--- src/rtl/cdb_result_queue.sv ---
// Completion buffer between one functional unit and the CDB arbiter: holds finished
// results in FIFO order and offers the oldest as a commit request until granted.
module cdb_result_queue #(
  parameter int DEPTH  = 4,
  parameter int PHYS_W = 6,
  parameter int ROB_W  = 5,
  parameter int RVFI_W = 256
) (
  input  logic                     clk,
  input  logic                     rst,
  input  logic                     flush,
  input  logic                     in_valid,
  output logic                     in_ready,
  input  logic [4:0]               in_rd,
  input  logic [PHYS_W-1:0]        in_pd,
  input  logic [ROB_W-1:0]         in_rob_idx,
  input  logic [31:0]              in_data,
  input  logic [RVFI_W-1:0]        in_rvfi,
  output logic                     out_valid,
  output logic [4:0]               out_rd,
  output logic [PHYS_W-1:0]        out_pd,
  output logic [ROB_W-1:0]         out_rob_idx,
  output logic [31:0]              out_data,
  output logic [RVFI_W-1:0]        out_rvfi,
  input  logic                     grant,
  output logic [$clog2(DEPTH):0]   count
);

  localparam int PTR_W = $clog2(DEPTH);
  localparam int CNT_W = PTR_W + 1;
  localparam logic [CNT_W-1:0] FULL = CNT_W'(DEPTH);

  typedef struct packed {
    logic [4:0]        rd;
    logic [PHYS_W-1:0] pd;
    logic [ROB_W-1:0]  rob_idx;
    logic [31:0]       data;
    logic [RVFI_W-1:0] rvfi;
  } entry_t;

  entry_t            mem [DEPTH];
  entry_t            head_entry;
  logic [PTR_W-1:0]  head, tail;
  logic              push, pop;

  // Full blocks pushes even when a pop lands in the same cycle.
  assign in_ready  = (count != FULL);
  assign out_valid = (count != '0);
  assign push      = in_valid && in_ready && !flush;
  assign pop       = grant && out_valid && !flush;

  always_ff @(posedge clk) begin
    if (rst) begin
      head  <= '0;
      tail  <= '0;
      count <= '0;
    end else if (flush) begin
      head  <= '0;
      tail  <= '0;
      count <= '0;
    end else begin
      if (push) tail <= tail + PTR_W'(1);
      if (pop)  head <= head + PTR_W'(1);
      case ({push, pop})
        2'b10:   count <= count + CNT_W'(1);
        2'b01:   count <= count - CNT_W'(1);
        default: count <= count;
      endcase
    end
  end

  // Storage needs no reset; occupancy alone decides what is visible.
  always_ff @(posedge clk) begin
    if (push) mem[tail] <= '{rd: in_rd, pd: in_pd, rob_idx: in_rob_idx,
                             data: in_data, rvfi: in_rvfi};
  end

  always_comb begin
    head_entry = '0;
    if (out_valid) head_entry = mem[head];
  end

  assign out_rd      = head_entry.rd;
  assign out_pd      = head_entry.pd;
  assign out_rob_idx = head_entry.rob_idx;
  assign out_data    = head_entry.data;
  assign out_rvfi    = head_entry.rvfi;

endmodule

--- config.mk ---
export PLATFORM = sky130hd
export DESIGN_NAME = cdb_result_queue
export DESIGN_NICKNAME = d
export VERILOG_FILES = /design/src/rtl/cdb_result_queue.sv
export SDC_FILE = /design/constraint.sdc
export NUM_CORES = 1
export LEC_CHECK = 0
export ABC_AREA = 0
export ABC_CLOCK_PERIOD_IN_PS = 7900
export BUFFER_PORTS_ARGS = -buffer_cell sky130_fd_sc_hd__buf_2
export CAP_MARGIN = 20
export CORE_MARGIN = 2
export CORE_UTILIZATION = 35
export DETAILED_ROUTE_END_ITERATION = 10
export SLEW_MARGIN = 20
export SYNTH_ARGS = -nofsm -noshare
export SYNTH_HDL_FRONTEND = slang
export SYNTH_SLANG_ARGS = --single-unit
--- constraint.sdc ---
create_clock -name clk -period 7.9 [get_ports clk]
set_input_delay 0.395 -clock clk [delete_from_list [all_inputs] [get_ports clk]]
set_output_delay 0.395 -clock clk [all_outputs]
set_load 0.03 [all_outputs]
==> impl_summary.log <==
[metrics] share of the clock period used by the worst path: a little over half
[metrics] share of synthesized cell area in and, or, nand and nor gates: 4.33%
[metrics] DP Worst Slack: 4.35 ns
[metrics] initial antenna violation count: 22
[metrics] length of the first detailed-routing pass in iterations: 5
[metrics] max_slew headroom: 13.3%
[metrics] power dissipated by switching net loads: 0.00287 W
[metrics] total number of vias: about 23000
[metrics] number of sinks handled by clock tree synthesis: 1225
[metrics] area share of xor/xnor cells in the synthesized design: 0.0755%
[metrics] internal power: 0.0110 W
[metrics] count of flip-flops with a built-in enable after synthesis: 1216
[metrics] clock transition at the registers of the reported paths: 0.06 ns
[metrics] highest routing layer actually used: met5
[metrics] Core Rows: 133
[metrics] leak pwr: roughly 20 nW
[metrics] Detail Route met2 WL: 51300 um
[metrics] CP arrival: 3.75 ns
[metrics] sequential power share: 52.5%
[metrics] vias in the first global route: approximately 25000
[metrics] power density relative to cell area: 236 nW/um^2
[metrics] proportion of layout cells with a drive suffix above 1: 36.7%
[metrics] count of final setup violators: 0
[metrics] syn avg cell area: 23.4 um^2
[metrics] summed negative setup slack over all endpoints: 0 ns
[metrics] buffers inserted by post-CTS timing repair: 0
[metrics] unrepaired setup endpoints after global routing: no
[metrics] global-route wire length before repair: between 150000 and 200000 um
[metrics] logic depth of the worst register-to-register path: 4
[metrics] count of synthesis-stage warnings from yosys: 0
[metrics] fmax: 241 MHz
[metrics] largest net degree at the start of global routing: between 150 and 200
[metrics] Final #Nets: 3272
[metrics] wire length per cell after detailed routing: around 22 um
[metrics] number of hold buffers added after CTS: 307
[metrics] capture point of the worst reg-to-reg path: mem[3][293]$_DFFE_PP_
[metrics] post-route ant nets: 0
[metrics] minimum period implied by the final worst setup slack: 4.14 ns
[metrics] TritonCTS clock tree: done
[metrics] multiplexer share of the synthesized area: 14.8%
[metrics] max capacitance violation total: 0
[metrics] most frequent cells after synthesis: edfxtp_1 (1216), and2_1 (305), mux4_2 (304)
[metrics] setup clock skew after layout: 0.0228 ns
[metrics] hold path start: flush
[metrics] final wirelength: 106000 um
[metrics] Critical Path Sink Type: output port
[metrics] number of buffers created by CTS: 135
[metrics] adder and majority cell fraction of the synthesized area: 0.178%
[metrics] Die Area: 135000 um^2
[metrics] die width: 368 um
[metrics] overall overflow remaining after global route: 0
[metrics] share of flip-flops with an asynchronous set or reset after synthesis: 0%
[metrics] most repeated cell in the gate-level netlist after synthesis: edfxtp_1
[metrics] peak supply drop: 0.195 mV
[metrics] top cell type by total area after synthesis: edfxtp_1
[metrics] clock root buffer: clkbuf_16
[metrics] R2R Setup Slk: roughly 5 ns
[metrics] Cells on Worst Hold Path: 3
[metrics] count of fill cells added during filler insertion: about 11000
[metrics] number of failing hold endpoints at the final stage: 0
[metrics] syn nets: 2296
[metrics] share of total power consumed by net switching: 20.7%
[metrics] CTS H-tree lvls: 4
[metrics] Max Slew Vio Count: 0
[metrics] iteration-0 DRC count of the detailed router: 1816
[metrics] sequential-to-total area share from yosys stat: 79.1%
[metrics] M1 wire length: 42800 um
[metrics] post-synthesis instance area: around 46000 um^2
[metrics] Critical Path Fanout Max: 90
[metrics] class of the most critical hold timing path: primary input to flop
[metrics] Area Growth Syn to Fin: 26.3%
[metrics] maximum clock insertion buffer count: 3
[metrics] Data required, critical path: around 7.5 ns
[metrics] area of the core region: 131000 um^2
[metrics] RePlAce Congestion: just under 0.8
[metrics] height of the die: 368 um
[metrics] kind of start point of the critical path: flop
[metrics] run status: finished clean
[metrics] final setup slack of the worst path: 3.76 ns
[metrics] Tightest Pin Transition: between 1 and 1.5 ns
[metrics] worst setup path category: flop to output port
[metrics] All-Layer GR Usage: 15.6%
[metrics] post-synthesis cell type count: 24
[metrics] relative contribution of combinational cells to total power: 4.9%
[metrics] Gates resized, CTS repair: 0
[metrics] # port buffers: 617
[metrics] Yosys reg bits: 1225
[metrics] largest family of logic cells by synthesized area: multiplexers
[metrics] clock network fraction of design power: 42.6%
[metrics] area fraction in compound gates after synthesis: 0.111%
[metrics] top cells by area, synth: edfxtp_1 (79%), mux4_2 (15%), and2_1 (4.1%), buf_6 (0.73%), dfxtp_1 (0.39%)
[metrics] sum of met3 wire segment lengths after detailed routing: around 9400 um
[metrics] reg2reg start: count[0]$_SDFFE_PP0P_
[metrics] insertion delay of the later-clocked pin in the worst-skew pair: 0.74 ns
[metrics] synthesized netlist cell count: about 2000
[metrics] dominant register cell in the synthesized netlist: edfxtp_1
[metrics] fraction of synthesized cell area taken by the top area cell type: 78.7%
[metrics] Initial Util: 35.3%
[metrics] number of I/O pins: between 600 and 700
[metrics] final routed DRC violation total: 0
[metrics] Via density: 4.83
[metrics] half-perimeter wire length of the detailed placement result: around 62000 um
[cells in the final DEF (no fill, tap or decap), types with 2 or more instances in the layout]
| cell | instances |
|---|---|
| buf_2 | 617 |
| clkinv_1 | 30 |
| diode_2 | 10 |
| edfxtp_1 | 1216 |
| bufinv_16 | 5 |
| clkbuf_1 | 33 |
| clkinvlp_4 | 4 |
| xor2_1 | 4 |
| clkbuf_16 | 141 |
| clkinv_2 | 13 |
| a21oi_1 | 3 |
| and2_1 | 305 |
| clkinv_8 | 4 |
| inv_1 | 6 |
| and3_4 | 4 |
| mux4_2 | 304 |
| inv_6 | 4 |
| nor2_1 | 8 |
| dfxtp_1 | 7 |
| dfxtp_4 | 2 |
| buf_12 | 13 |
| o31ai_1 | 2 |
| dlygate4sd3_1 | 307 |
| ha_1 | 5 |
| buf_4 | 6 |
| clkinv_4 | 4 |
[layout make-up]
class                           instances  area [um^2]  share of cell area (%)
Antenna cell                           10         25.0                  0.0427
Clock buffer                          174         3650                    6.23
Clock inverter                         65          504                   0.860
Inverter                                6         22.5                  0.0384
Multi-Input combinational cell        646         9050                    15.4
Sequential cell                      1225        36700                    62.6
Tap cell                             1755         2200                    3.75
Timing Repair Buffer                  943         6470                    11.0
[worst max-delay path: stages, from the launching register on]
cell and delay [ns]:
dfxtp_4 0.78, buf_12 0.50, buf_4 0.50, mux4_2 0.58
and2_1 0.18, buf_2 0.17
[per-stage QoR]
step / power, W / util, % / hold WS [ns] / cells / cell area, um^2
6_report: 0.0138 / 44.6 / 0.0951 / 4824 / 58600
3_5_place_dp: 0.00796 / 39.1 / 0.530 / 4268 / 51400
2_1_floorplan: 0.00770 / - / 0.485 / 1981 / 46400
3_3_place_gp: 0.00793 / 39.1 / 0.518 / 4268 / 51400
5_1_grt: 0.0143 / 44.6 / 0.0568 / 4821 / 58600
4_1_cts: 0.0140 / 44.6 / 0.00986 / 4814 / 58600
[sequential cells by signal (all words and copies together), names as in the netlist, named ones only]
signal  flops
mem      1216
tail        2
count       3
head        2
[logic make-up after synthesis]
group | count (synthesis)
flops | 1225
simple gates | 324
mux | 304
buf+inv | 110
compound gates | 8
fa+ha+maj | 6
xor+xnor | 4
[metal layers]
| layer | GRT usage [%] | vias up |
|---|---|---|
| li1 | - | 10100 |
| met1 | 20.0 | 12100 |
| met2 | 25.1 | 844 |
| met3 | 5.36 | 182 |
| met4 | 4.64 | 26 |
| met5 | 0 | - |
[worst max-delay path by stage]
| stage | endpoint | cells past startpoint | startpoint |
|---|---|---|---|
| 6_report | out_rvfi[106] | 5 | flop |
| 5_1_grt | out_rvfi[55] | 5 | flop |
| 4_1_cts | out_rvfi[149] | 5 | flop |
| 3_5_place_dp | out_rvfi[149] | 5 | flop |
| 3_3_place_gp | out_rvfi[149] | 5 | flop |
| 2_1_floorplan | mem[0][0]$_DFFE_PP_ | 3 | count[0]$_SDFFE_PP0P_ |
[power groups by stage]
stage	Clock [W]	Combinational (W)	Sequential, W
3_3_place_gp	0	0.000534	0.00740
2_1_floorplan	0	0.000288	0.00741
6_report	0.00590	0.000680	0.00727
5_1_grt	0.00630	0.000731	0.00727
4_1_cts	0.00606	0.000691	0.00727
3_5_place_dp	0	0.000554	0.00741
No activity file was read; power rests on OpenSTA's default activity.
